**config.mk**
```make
export PLATFORM = sky130hd
export DESIGN_NAME = psram_frame_arbiter_flat
export DESIGN_NICKNAME = d
export VERILOG_FILES = /design/src/rtl/psram_frame_arbiter_if.sv /design/src/rtl/psram_frame_arbiter.sv /design/src/flat_wrapper.sv
export SDC_FILE = /design/constraint.sdc
export NUM_CORES = 1
export LEC_CHECK = 0
export ABC_CLOCK_PERIOD_IN_PS = 1640
export BUFFER_PORTS_ARGS = -buffer_cell sky130_fd_sc_hd__clkbuf_2
export CAP_MARGIN = 0
export CORE_ASPECT_RATIO = 1.1
export CORE_UTILIZATION = 49
export CTS_BUF_LIST = sky130_fd_sc_hd__clkbuf_8
export DETAILED_ROUTE_END_ITERATION = 10
export MAX_ROUTING_LAYER = met4
export PLACE_DENSITY = 0.81
export SKIP_CTS_REPAIR_TIMING = 1
export SLEW_MARGIN = 20
export SYNTH_ARGS = -nofsm -noshare
export SYNTH_HDL_FRONTEND = slang
export SYNTH_SLANG_ARGS = --single-unit
```
**constraint.sdc**
```tcl
create_clock -name clk -period 1.64 [get_ports clk]
set_input_delay 0.328 -clock clk [delete_from_list [all_inputs] [get_ports clk]]
set_output_delay 0.328 -clock clk [all_outputs]
set_load 0.1 [all_outputs]
```
**src/rtl/psram_frame_arbiter_if.sv**
```systemverilog
// Handshake and buffer-address bundle between the frame datapath FSMs and the PSRAM port arbiter.
// master = requester/datapath side, slave = arbiter side.
interface psram_frame_arbiter_if;
    logic        mem_ready;
    logic        wr_rq;
    logic        wr_ack;
    logic        rd_rq;
    logic        rd_ack;
    logic        mem_sel;
    logic        busy;
    logic        upload_done;
    logic        rd_frame_start;
    logic [20:0] wr_base_addr;
    logic [20:0] rd_base_addr;
    logic        new_frame;

    modport master (
        output mem_ready, wr_rq, rd_rq, upload_done, rd_frame_start,
        input  wr_ack, rd_ack, mem_sel, busy, wr_base_addr, rd_base_addr, new_frame
    );

    modport slave (
        input  mem_ready, wr_rq, rd_rq, upload_done, rd_frame_start,
        output wr_ack, rd_ack, mem_sel, busy, wr_base_addr, rd_base_addr, new_frame
    );
endinterface

```
**src/rtl/psram_frame_arbiter.sv**
```systemverilog
// PSRAM port arbiter (read priority, optional ARB_STARVE_GUARD_EN write anti-starvation) plus triple-buffer rotation.
// Latency: grant one cycle after a request is sampled in IDLE; buffer addresses update one cycle after a pulse.
// Backpressure: requests are ignored while the port is held for TCMD cycles; requesters hold rq until ack.
module psram_frame_arbiter #(
    parameter int          TCMD          = 19,
    parameter logic [20:0] BUF_ADDR_0    = 21'h000000,
    parameter logic [20:0] BUF_ADDR_1    = 21'h04B000,
    parameter logic [20:0] BUF_ADDR_2    = 21'h096000,
    parameter int          MAX_RD_STREAK = 4
) (
    input logic                   clk,
    input logic                   reset_n,
    psram_frame_arbiter_if.slave  bus
);

    if (TCMD < 2 || TCMD > 64 || MAX_RD_STREAK < 1 || MAX_RD_STREAK > 15) begin : g_bad_param
        $error("psram_frame_arbiter: TCMD must be 2..64 and MAX_RD_STREAK 1..15");
    end

    typedef enum logic {IDLE, HOLD} state_t;

    localparam logic [5:0] CNT_LAST = 6'(TCMD - 1);

    state_t      state_q, state_d;
    logic [5:0]  cnt_q, cnt_d;
    logic        wr_ack_q, wr_ack_d;
    logic        rd_ack_q, rd_ack_d;
    logic        mem_sel_q, mem_sel_d;
    logic        busy_q, busy_d;

    logic        can_grant;
    logic        force_wr;
    logic        grant_rd;
    logic        grant_wr;

    assign can_grant = (state_q == IDLE) && bus.mem_ready;

`ifdef ARB_STARVE_GUARD_EN
    logic [3:0] rd_streak_q, rd_streak_d;

    // Once the reader has won MAX_RD_STREAK times in a row against a waiting writer, yield once.
    assign force_wr = bus.wr_rq && (rd_streak_q == 4'(MAX_RD_STREAK));

    always_comb begin
        rd_streak_d = rd_streak_q;
        if (grant_rd) begin
            rd_streak_d = bus.wr_rq ? rd_streak_q + 4'd1 : 4'd0;
        end else if (grant_wr) begin
            rd_streak_d = 4'd0;
        end
    end

    always_ff @(posedge clk or negedge reset_n) begin
        if (!reset_n) begin
            rd_streak_q <= 4'd0;
        end else begin
            rd_streak_q <= rd_streak_d;
        end
    end
`else
    assign force_wr = 1'b0;
`endif

    assign grant_rd = can_grant && bus.rd_rq && !force_wr;
    assign grant_wr = can_grant && bus.wr_rq && !grant_rd;

    always_comb begin
        state_d   = state_q;
        cnt_d     = cnt_q;
        wr_ack_d  = 1'b0;
        rd_ack_d  = 1'b0;
        mem_sel_d = mem_sel_q;
        busy_d    = busy_q;
        case (state_q)
            IDLE: begin
                if (grant_rd || grant_wr) begin
                    state_d   = HOLD;
                    cnt_d     = 6'd0;
                    rd_ack_d  = grant_rd;
                    wr_ack_d  = grant_wr;
                    mem_sel_d = grant_rd;
                    busy_d    = 1'b1;
                end
            end
            HOLD: begin
                // The ack cycle is count 0, so the port is owned for exactly TCMD cycles.
                if (cnt_q == CNT_LAST) begin
                    state_d = IDLE;
                    busy_d  = 1'b0;
                end else begin
                    cnt_d = cnt_q + 6'd1;
                end
            end
            default: begin
                state_d = IDLE;
                busy_d  = 1'b0;
            end
        endcase
    end

    always_ff @(posedge clk or negedge reset_n) begin
        if (!reset_n) begin
            state_q   <= IDLE;
            cnt_q     <= 6'd0;
            wr_ack_q  <= 1'b0;
            rd_ack_q  <= 1'b0;
            mem_sel_q <= 1'b0;
            busy_q    <= 1'b0;
        end else begin
            state_q   <= state_d;
            cnt_q     <= cnt_d;
            wr_ack_q  <= wr_ack_d;
            rd_ack_q  <= rd_ack_d;
            mem_sel_q <= mem_sel_d;
            busy_q    <= busy_d;
        end
    end

    function automatic logic [20:0] buf_addr(input logic [1:0] idx);
        case (idx)
            2'd1:    buf_addr = BUF_ADDR_1;
            2'd2:    buf_addr = BUF_ADDR_2;
            default: buf_addr = BUF_ADDR_0;
        endcase
    endfunction

    logic [1:0]  wr_idx_q, wr_idx_d;
    logic [1:0]  ready_idx_q, ready_idx_d;
    logic [1:0]  rd_idx_q, rd_idx_d;
    logic        new_frame_q, new_frame_d;
    logic [20:0] wr_addr_q, rd_addr_q;

    always_comb begin
        wr_idx_d    = wr_idx_q;
        ready_idx_d = ready_idx_q;
        rd_idx_d    = rd_idx_q;
        new_frame_d = new_frame_q;
        case ({bus.upload_done, bus.rd_frame_start})
            2'b10: begin
                wr_idx_d    = ready_idx_q;
                ready_idx_d = wr_idx_q;
                new_frame_d = 1'b1;
            end
            2'b01: begin
                // With nothing new pending the reader simply repeats its frame.
                if (new_frame_q) begin
                    rd_idx_d    = ready_idx_q;
                    ready_idx_d = rd_idx_q;
                    new_frame_d = 1'b0;
                end
            end
            2'b11: begin
                // The just-finished frame goes straight to the reader.
                rd_idx_d    = wr_idx_q;
                wr_idx_d    = ready_idx_q;
                ready_idx_d = rd_idx_q;
                new_frame_d = 1'b0;
            end
            default: ;
        endcase
    end

    always_ff @(posedge clk or negedge reset_n) begin
        if (!reset_n) begin
            wr_idx_q    <= 2'd0;
            ready_idx_q <= 2'd1;
            rd_idx_q    <= 2'd2;
            new_frame_q <= 1'b0;
            wr_addr_q   <= BUF_ADDR_0;
            rd_addr_q   <= BUF_ADDR_2;
        end else begin
            wr_idx_q    <= wr_idx_d;
            ready_idx_q <= ready_idx_d;
            rd_idx_q    <= rd_idx_d;
            new_frame_q <= new_frame_d;
            wr_addr_q   <= buf_addr(wr_idx_d);
            rd_addr_q   <= buf_addr(rd_idx_d);
        end
    end

    assign bus.wr_ack       = wr_ack_q;
    assign bus.rd_ack       = rd_ack_q;
    assign bus.mem_sel      = mem_sel_q;
    assign bus.busy         = busy_q;
    assign bus.wr_base_addr = wr_addr_q;
    assign bus.rd_base_addr = rd_addr_q;
    assign bus.new_frame    = new_frame_q;

endmodule

```
**src/flat_wrapper.sv**
```systemverilog
// flat-port wrapper written by rule: the top's interface ports become plain ports
module psram_frame_arbiter_flat 
#(
    parameter int          TCMD          = 19,
    parameter logic [20:0] BUF_ADDR_0    = 21'h000000,
    parameter logic [20:0] BUF_ADDR_1    = 21'h04B000,
    parameter logic [20:0] BUF_ADDR_2    = 21'h096000,
    parameter int          MAX_RD_STREAK = 4
)
  (clk, reset_n, bus_mem_ready, bus_wr_rq, bus_rd_rq, bus_upload_done, bus_rd_frame_start, bus_wr_ack, bus_rd_ack, bus_mem_sel, bus_busy, bus_wr_base_addr, bus_rd_base_addr, bus_new_frame);
  psram_frame_arbiter_if bus_i ();
  input logic clk;
  input logic reset_n;
  input wire logic [$bits(bus_i.mem_ready)-1:0] bus_mem_ready;
  input wire logic [$bits(bus_i.wr_rq)-1:0] bus_wr_rq;
  input wire logic [$bits(bus_i.rd_rq)-1:0] bus_rd_rq;
  input wire logic [$bits(bus_i.upload_done)-1:0] bus_upload_done;
  input wire logic [$bits(bus_i.rd_frame_start)-1:0] bus_rd_frame_start;
  output wire logic [$bits(bus_i.wr_ack)-1:0] bus_wr_ack;
  output wire logic [$bits(bus_i.rd_ack)-1:0] bus_rd_ack;
  output wire logic [$bits(bus_i.mem_sel)-1:0] bus_mem_sel;
  output wire logic [$bits(bus_i.busy)-1:0] bus_busy;
  output wire logic [$bits(bus_i.wr_base_addr)-1:0] bus_wr_base_addr;
  output wire logic [$bits(bus_i.rd_base_addr)-1:0] bus_rd_base_addr;
  output wire logic [$bits(bus_i.new_frame)-1:0] bus_new_frame;
  assign bus_i.mem_ready = bus_mem_ready;
  assign bus_i.wr_rq = bus_wr_rq;
  assign bus_i.rd_rq = bus_rd_rq;
  assign bus_i.upload_done = bus_upload_done;
  assign bus_i.rd_frame_start = bus_rd_frame_start;
  assign bus_wr_ack = bus_i.wr_ack;
  assign bus_rd_ack = bus_i.rd_ack;
  assign bus_mem_sel = bus_i.mem_sel;
  assign bus_busy = bus_i.busy;
  assign bus_wr_base_addr = bus_i.wr_base_addr;
  assign bus_rd_base_addr = bus_i.rd_base_addr;
  assign bus_new_frame = bus_i.new_frame;
  psram_frame_arbiter #(.TCMD(TCMD), .BUF_ADDR_0(BUF_ADDR_0), .BUF_ADDR_1(BUF_ADDR_1), .BUF_ADDR_2(BUF_ADDR_2), .MAX_RD_STREAK(MAX_RD_STREAK)) u_core (.clk(clk), .reset_n(reset_n), .bus(bus_i));
endmodule
```
======== Word-level counts from Yosys, hierarchy flattened ========
Index checks and enable logic that the tools add are counted.
storage, ports and cells
  register bits after elaboration ......... 58
  bits in latches ......................... 0
  memory bits (writable) .................. 0
  memory bits (read-only) ................. 0
  input bits .............................. 7
  output and inout port bits .............. 47
  logic and storage cells ................. 61
  memories kept ........................... 0
operators by class
  $add $sub $neg .......................... 1
  multipliers ............................. 0
  divide/modulo/power cells ............... 0
  magnitude comparators ................... 0
  equal/unequal tests ..................... 12
  shift operators ......................... 0
  mux-type cells .......................... 21
  bitwise gates (word level) .............. 1
  reduce and logical (&&, ||, !) cells .... 14
operator list
  cell                   count
  $pmux W20 S2           2
  $mux W6                2
  $pmux W6 S2            1
  $eq A2 B2 Y1 const B   4
  $mux W1                8
  $reduce_and A2 Y1      4
  $add A6 B1 Y6 const B  1
  $eq A2 B1 Y1 const B   3
  $eq A6 B5 Y1 const B   1
  $mux W2                3
  $ne A2 B2 Y1 const B   3
  $pmux W1 S2            3
  $pmux W2 S3            1
  $logic_and A1 B1 Y1    4
  $pmux W2 S2            1
  $reduce_or A2 Y1       2
  $reduce_bool A3 Y1     1
  $ne A2 B1 Y1 const B   1
  $reduce_bool A2 Y1     1
  $logic_not A1 Y1       1
  $logic_or A1 B1 Y1     1
  $not A1 Y1             1

======== Logic depth before layout (Yosys ltp) ========
  depth after elaboration ................. 8
  depth in mapped cells ................... 6
  depth with buffers taken out ............ 6

======== Worst setup path before layout ========
OpenSTA, ideal clock, no wires.
  kind .................................... register to register
  from .................................... reg u_core.new_frame_q (netlist: u_core.bus.new_frame)
  to ...................................... reg u_core.rd_addr_q[13] (netlist: u_core.bus.rd_base_addr[13])
  library setup time ...................... 0.058 ns
  data arrival time ....................... 1.814 ns
  data required time ...................... 1.582 ns
  slack ................................... -0.232 ns
  cell stages (with the launch flop) ...... 6
  path buffers ............................ 0
  clock period less this slack ............ 1.872 ns
  cell sequence ........................... dfrtp_1 -> nand2_1 -> o22ai_1 -> a21oi_1 -> ha_1 -> inv_1
on the way
  word-level cells in the longest chain between the ends .. 4
  elaborated cells on any way between the ends .. 5
  those cells by class .................... 2 x eq/ne; 3 x mux
RTL lines
  element                                       line                        source
  start: declaration                            psram_frame_arbiter.sv:130  logic new_frame_q, new_frame_d;
  start signal: assignment                      psram_frame_arbiter.sv:175  new_frame_q <= new_frame_d;
  $mux W2 (*)                                   psram_frame_arbiter.sv:146  if (new_frame_q) begin
  $pmux W2 S2 (*)                               psram_frame_arbiter.sv:138  case ({bus.upload_done, bus.rd_frame_start})
  $eq A2 B2 Y1 or $eq A2 B1 Y1 (tied branches)  psram_frame_arbiter.sv:120  case (idx)
  $pmux W20 S2 (*)                              psram_frame_arbiter.sv:120
  end signal: assignment                        psram_frame_arbiter.sv:177  rd_addr_q <= buf_addr(rd_idx_d);
  end: declaration                              psram_frame_arbiter.sv:131  logic [20:0] wr_addr_q, rd_addr_q;
Mark *: on every way between the ends. The rest lies on a longest branch, timed or not.
A chain may end at the register's enable or synchronous reset.

======== Final worst setup path ========
  from .................................... reg u_core.cnt_q[0]
  to ...................................... reg u_core.cnt_q[4]
on the way
  word-level cells in the longest chain between the ends .. 3
  elaborated cells on any way between the ends .. 6
  those cells by class .................... 1 x add/sub; 2 x eq/ne; 2 x mux; 1 x reduce/logical
RTL lines
  element                                           line                                                  source
  start: declaration                                psram_frame_arbiter.sv:25                             logic [5:0] cnt_q, cnt_d;
  start signal: assignment                          psram_frame_arbiter.sv:111                            cnt_q <= cnt_d;
  $add A6 B1 Y6 or $eq A6 B5 Y1 (tied branches)     psram_frame_arbiter.sv:91, psram_frame_arbiter.sv:87
  $mux W6 or $ne A2 B2 Y1 (tied branches)           n/a
  $pmux W6 S2 or $reduce_and A2 Y1 (tied branches)  n/a
Several ways; a longest one is shown, not always the timed one. The select of a mux whose other input is x is not followed.

==> summary.txt <==
Status: complete, no violations
Die Ht: 56.15 um
Slew Limit Fails: 0
Initial core utilization: 51.84%
Crit path required time: 1830 ps
Worst setup EP type: flop
FP Rows: 19
Final WS setup: 153.0 ps
Setup WS pre-CTS: 172.6 ps
Hold WS: 52.95 ps
Area growth, synth to finish: 5.555%
Class of the worst hold path: input port to async pin
Clock sinks: 24
Htree depth: 1
Post-route setup TNS: 0 ps
Number of enable flip-flop cells after synthesis: 0
Nets@finish: 157
Placed cells: 172
Period utilization: 90.67%
Maximum clock rate: 672.5 MHz
Pin count of the biggest net entering global routing: 25
Largest family of logic cells by synthesized area: buffers and inverters
Ys Warns: 0
WL/cell: 10.88 um
Routed wire length: 1.914 mm
DRT iter0 DRCs: 7
# IOs: 54
Main flop type after synthesis: dfrtp_1
Highest-delay cell along the critical path: dfrtp_1
Final Hold Fails: 0
Die area: 2877 um2
Drt via density: 4.756
Synth async-reset ratio: 100.0%
Worst-path cell chain: inv_1 -> ha_1 -> nand2_1 -> o41ai_4 -> nand2_1 -> o22ai_1
Antenna Nets Post-Route: 0
First-pass GRT wire length: 3.098 mm
TritonRoute pass-1 iters: 4
Clk_lat worst skew: 260 ps
Maxcap violations: 0
# DRC: 0
FF+latch count, synth: 24
Initial antenna violation count: 0
Fillers: 233
Crit path largest cell delay: 420 ps
CTS buffer count: 3
Port Buf Inserts: 25
Critical Path Start Type: flop
CP dominant cell by count: nand2_1
Non-Filler Instances: 176
Vias: 837
Multiplexer share of the synthesized area: 4.789%
Least-Margin Pin Slew: 585.2 ps
Mapped Avg Cell Area: 10.29 um2
Synth Area in Simple Gates: 8.621%
Gr ovfl total: 0
Max-slew headroom: 60.99%
GP Congestion: 0.8006
Core area: 2520 um2
Worst Path Max Fanout: 6
Xor/xnor share of the synthesized area: 1.341%
Clk root buf: clkbuf_8
Period minus WS final: 1487 ps
Final setup fails: 0
RSZ-0062 raised after global routing: false
Share of post-route cells with drive strength above 1: 29.66%
Post-DP HPWL: 1.503 mm
Vias in the first global route: 768
Die W: 51.23 um
Inserted Diodes: 0
Clock slew at reported path FFs: 80 ps
Cell area after synthesis: 1306 um2
Synthesized netlist cell count: 127
Complex-gate fraction of the synthesized area: 11.11%
Synth Area in Adders: 3.831%
Layout Skew: 2.536 ps
Critical path class: flop to flop
Part of the Yosys area used for sequential elements: 46.36%
Overall routing resource usage: 14.88%
Post-synthesis cell type count: 28
Critical Path AT: 1680 ps
CTS tree: yes
Clock Path Buffers: 2
-- worst max-delay path: cells and delay by family, from the launching register on --
kind | cells | cell delay, ps
AOI/OAI and AO/OA | 2 | 520
DFF | 1 | 420
and+or+nand+nor | 2 | 230
adders and majority gates | 1 | 150
buffers and inverters | 1 | 80
-- area by class of cell --
type                       count  area (um2)  area share, %
multi-input combinational     84       493.0          35.75
tap                           31       38.79          2.813
clock buffer                   3       41.29          2.995
sequential                    24       610.6          44.28
clock inverter                 1       30.03          2.178
inverter                       8       30.03          2.178
timing repair buffer          25       135.1          9.800
-- cells by family (layout without fill, tap and decap cells) --
group | after synthesis | count (layout)
other | 1 | 28
multiplexers | 6 | 6
AO/OA/AOI/OAI | 19 | 19
XOR/XNOR | 2 | 2
adder cells (fa/ha/maj) | 4 | 4
AND/OR/NAND/NOR | 25 | 25
flip-flops | 24 | 24
buffers and inverters | 46 | 37
-- synthesized netlist by cell type (2+ instances only) --
cell / n / area share [%]
o22ai_1: 6 / 2.9
mux2_2: 2 / 1.7
dfrtp_1: 20 / 38
nor2_1: 5 / 1.4
mux2i_1: 4 / 3.1
a21o_1: 2 / 1.1
o21ai_0: 3 / 1.1
buf_4: 36 / 21
a21oi_1: 3 / 1.1
inv_1: 8 / 2.3
nand3_1: 6 / 2.3
ha_1: 4 / 3.8
dfstp_2: 4 / 8.0
nand2_1: 10 / 2.9
-- layer usage --
metal,wire length [um],vias up,track usage [%]
li1,-,396,-
met5,0,-,-
met3,111,2,2.459
met4,29,0,9.266
met1,738,401,15.99
met2,1034,38,25.00
-- sequential cells by signal, indices dropped and copies added, names as in the netlist --
name / cells
u_core.bus.new_frame: 1
u_core.bus.wr_base_addr: 3
u_core.rd_idx_q: 2
u_core.cnt_q: 6
u_core.ready_idx_q: 2
u_core.bus.wr_ack: 1
u_core.state_q: 1
u_core.wr_idx_q: 2
u_core.bus.rd_ack: 1
u_core.bus.busy: 1
u_core.bus.mem_sel: 1
u_core.bus.rd_base_addr: 3
-- final timing paths --
check	startpoint	depth (start not counted)	endpoint	slack (ps)
worst min register to register	u_core.bus.mem_sel	1	u_core.bus.mem_sel	490
worst min-delay path	reset_n	1	u_core.bus.new_frame	50
worst max register to register	u_core.cnt_q[0]	6	u_core.cnt_q[4]	150
max in group asynchronous	reset_n	1	u_core.bus.wr_base_addr[18]	1170
min in group clk	bus_rd_rq	2	u_core.bus.wr_ack	260
worst max-delay path	u_core.cnt_q[0]	6	u_core.cnt_q[4]	150
-- metrics by stage --
stage | instance area (um2) | utilization, %
6_report | 1379 | 54.72
5_1_grt | 1379 | 54.72
4_1_cts | 1379 | 54.72
3_5_place_dp | 1308 | 51.89
3_3_place_gp | 1308 | 51.89
2_1_floorplan | 1413 | -
-- cells in the final DEF, fill, tap and decap left out --
| master | synthesis | layout |
|---|---|---|
| bufinv_16 | 0 | 1 |
| buf_4 | 36 | 4 |
| clkbuf_2 | 0 | 21 |
| mux2_2 | 2 | 2 |
| a21o_1 | 2 | 2 |
| dfrtp_1 | 20 | 16 |
| and3_2 | 1 | 1 |
| dfrtp_2 | 0 | 4 |
| xnor2_1 | 1 | 1 |
| mux2i_1 | 4 | 4 |
| inv_1 | 8 | 8 |
| o21ai_0 | 3 | 3 |
| dfstp_2 | 4 | 4 |
| xor2_1 | 1 | 1 |
| a21oi_1 | 3 | 3 |
| a22oi_1 | 1 | 1 |
| o31ai_1 | 1 | 1 |
| ha_1 | 4 | 4 |
| nor2_1 | 5 | 5 |
| o21ai_2 | 1 | 1 |
| nor4_1 | 1 | 1 |
| o41ai_4 | 1 | 1 |
| clkbuf_8 | 0 | 3 |
| and2_1 | 1 | 1 |
| nand3_1 | 6 | 6 |
| o221a_2 | 1 | 1 |
| o22ai_1 | 6 | 6 |
| conb_1 | 1 | 28 |
| nand2_1 | 10 | 10 |
| nor2b_1 | 1 | 1 |
Power is left out: the tool's default activity adds up to more than one toggle a clock period on the data nets, which glitch-free logic cannot reach.
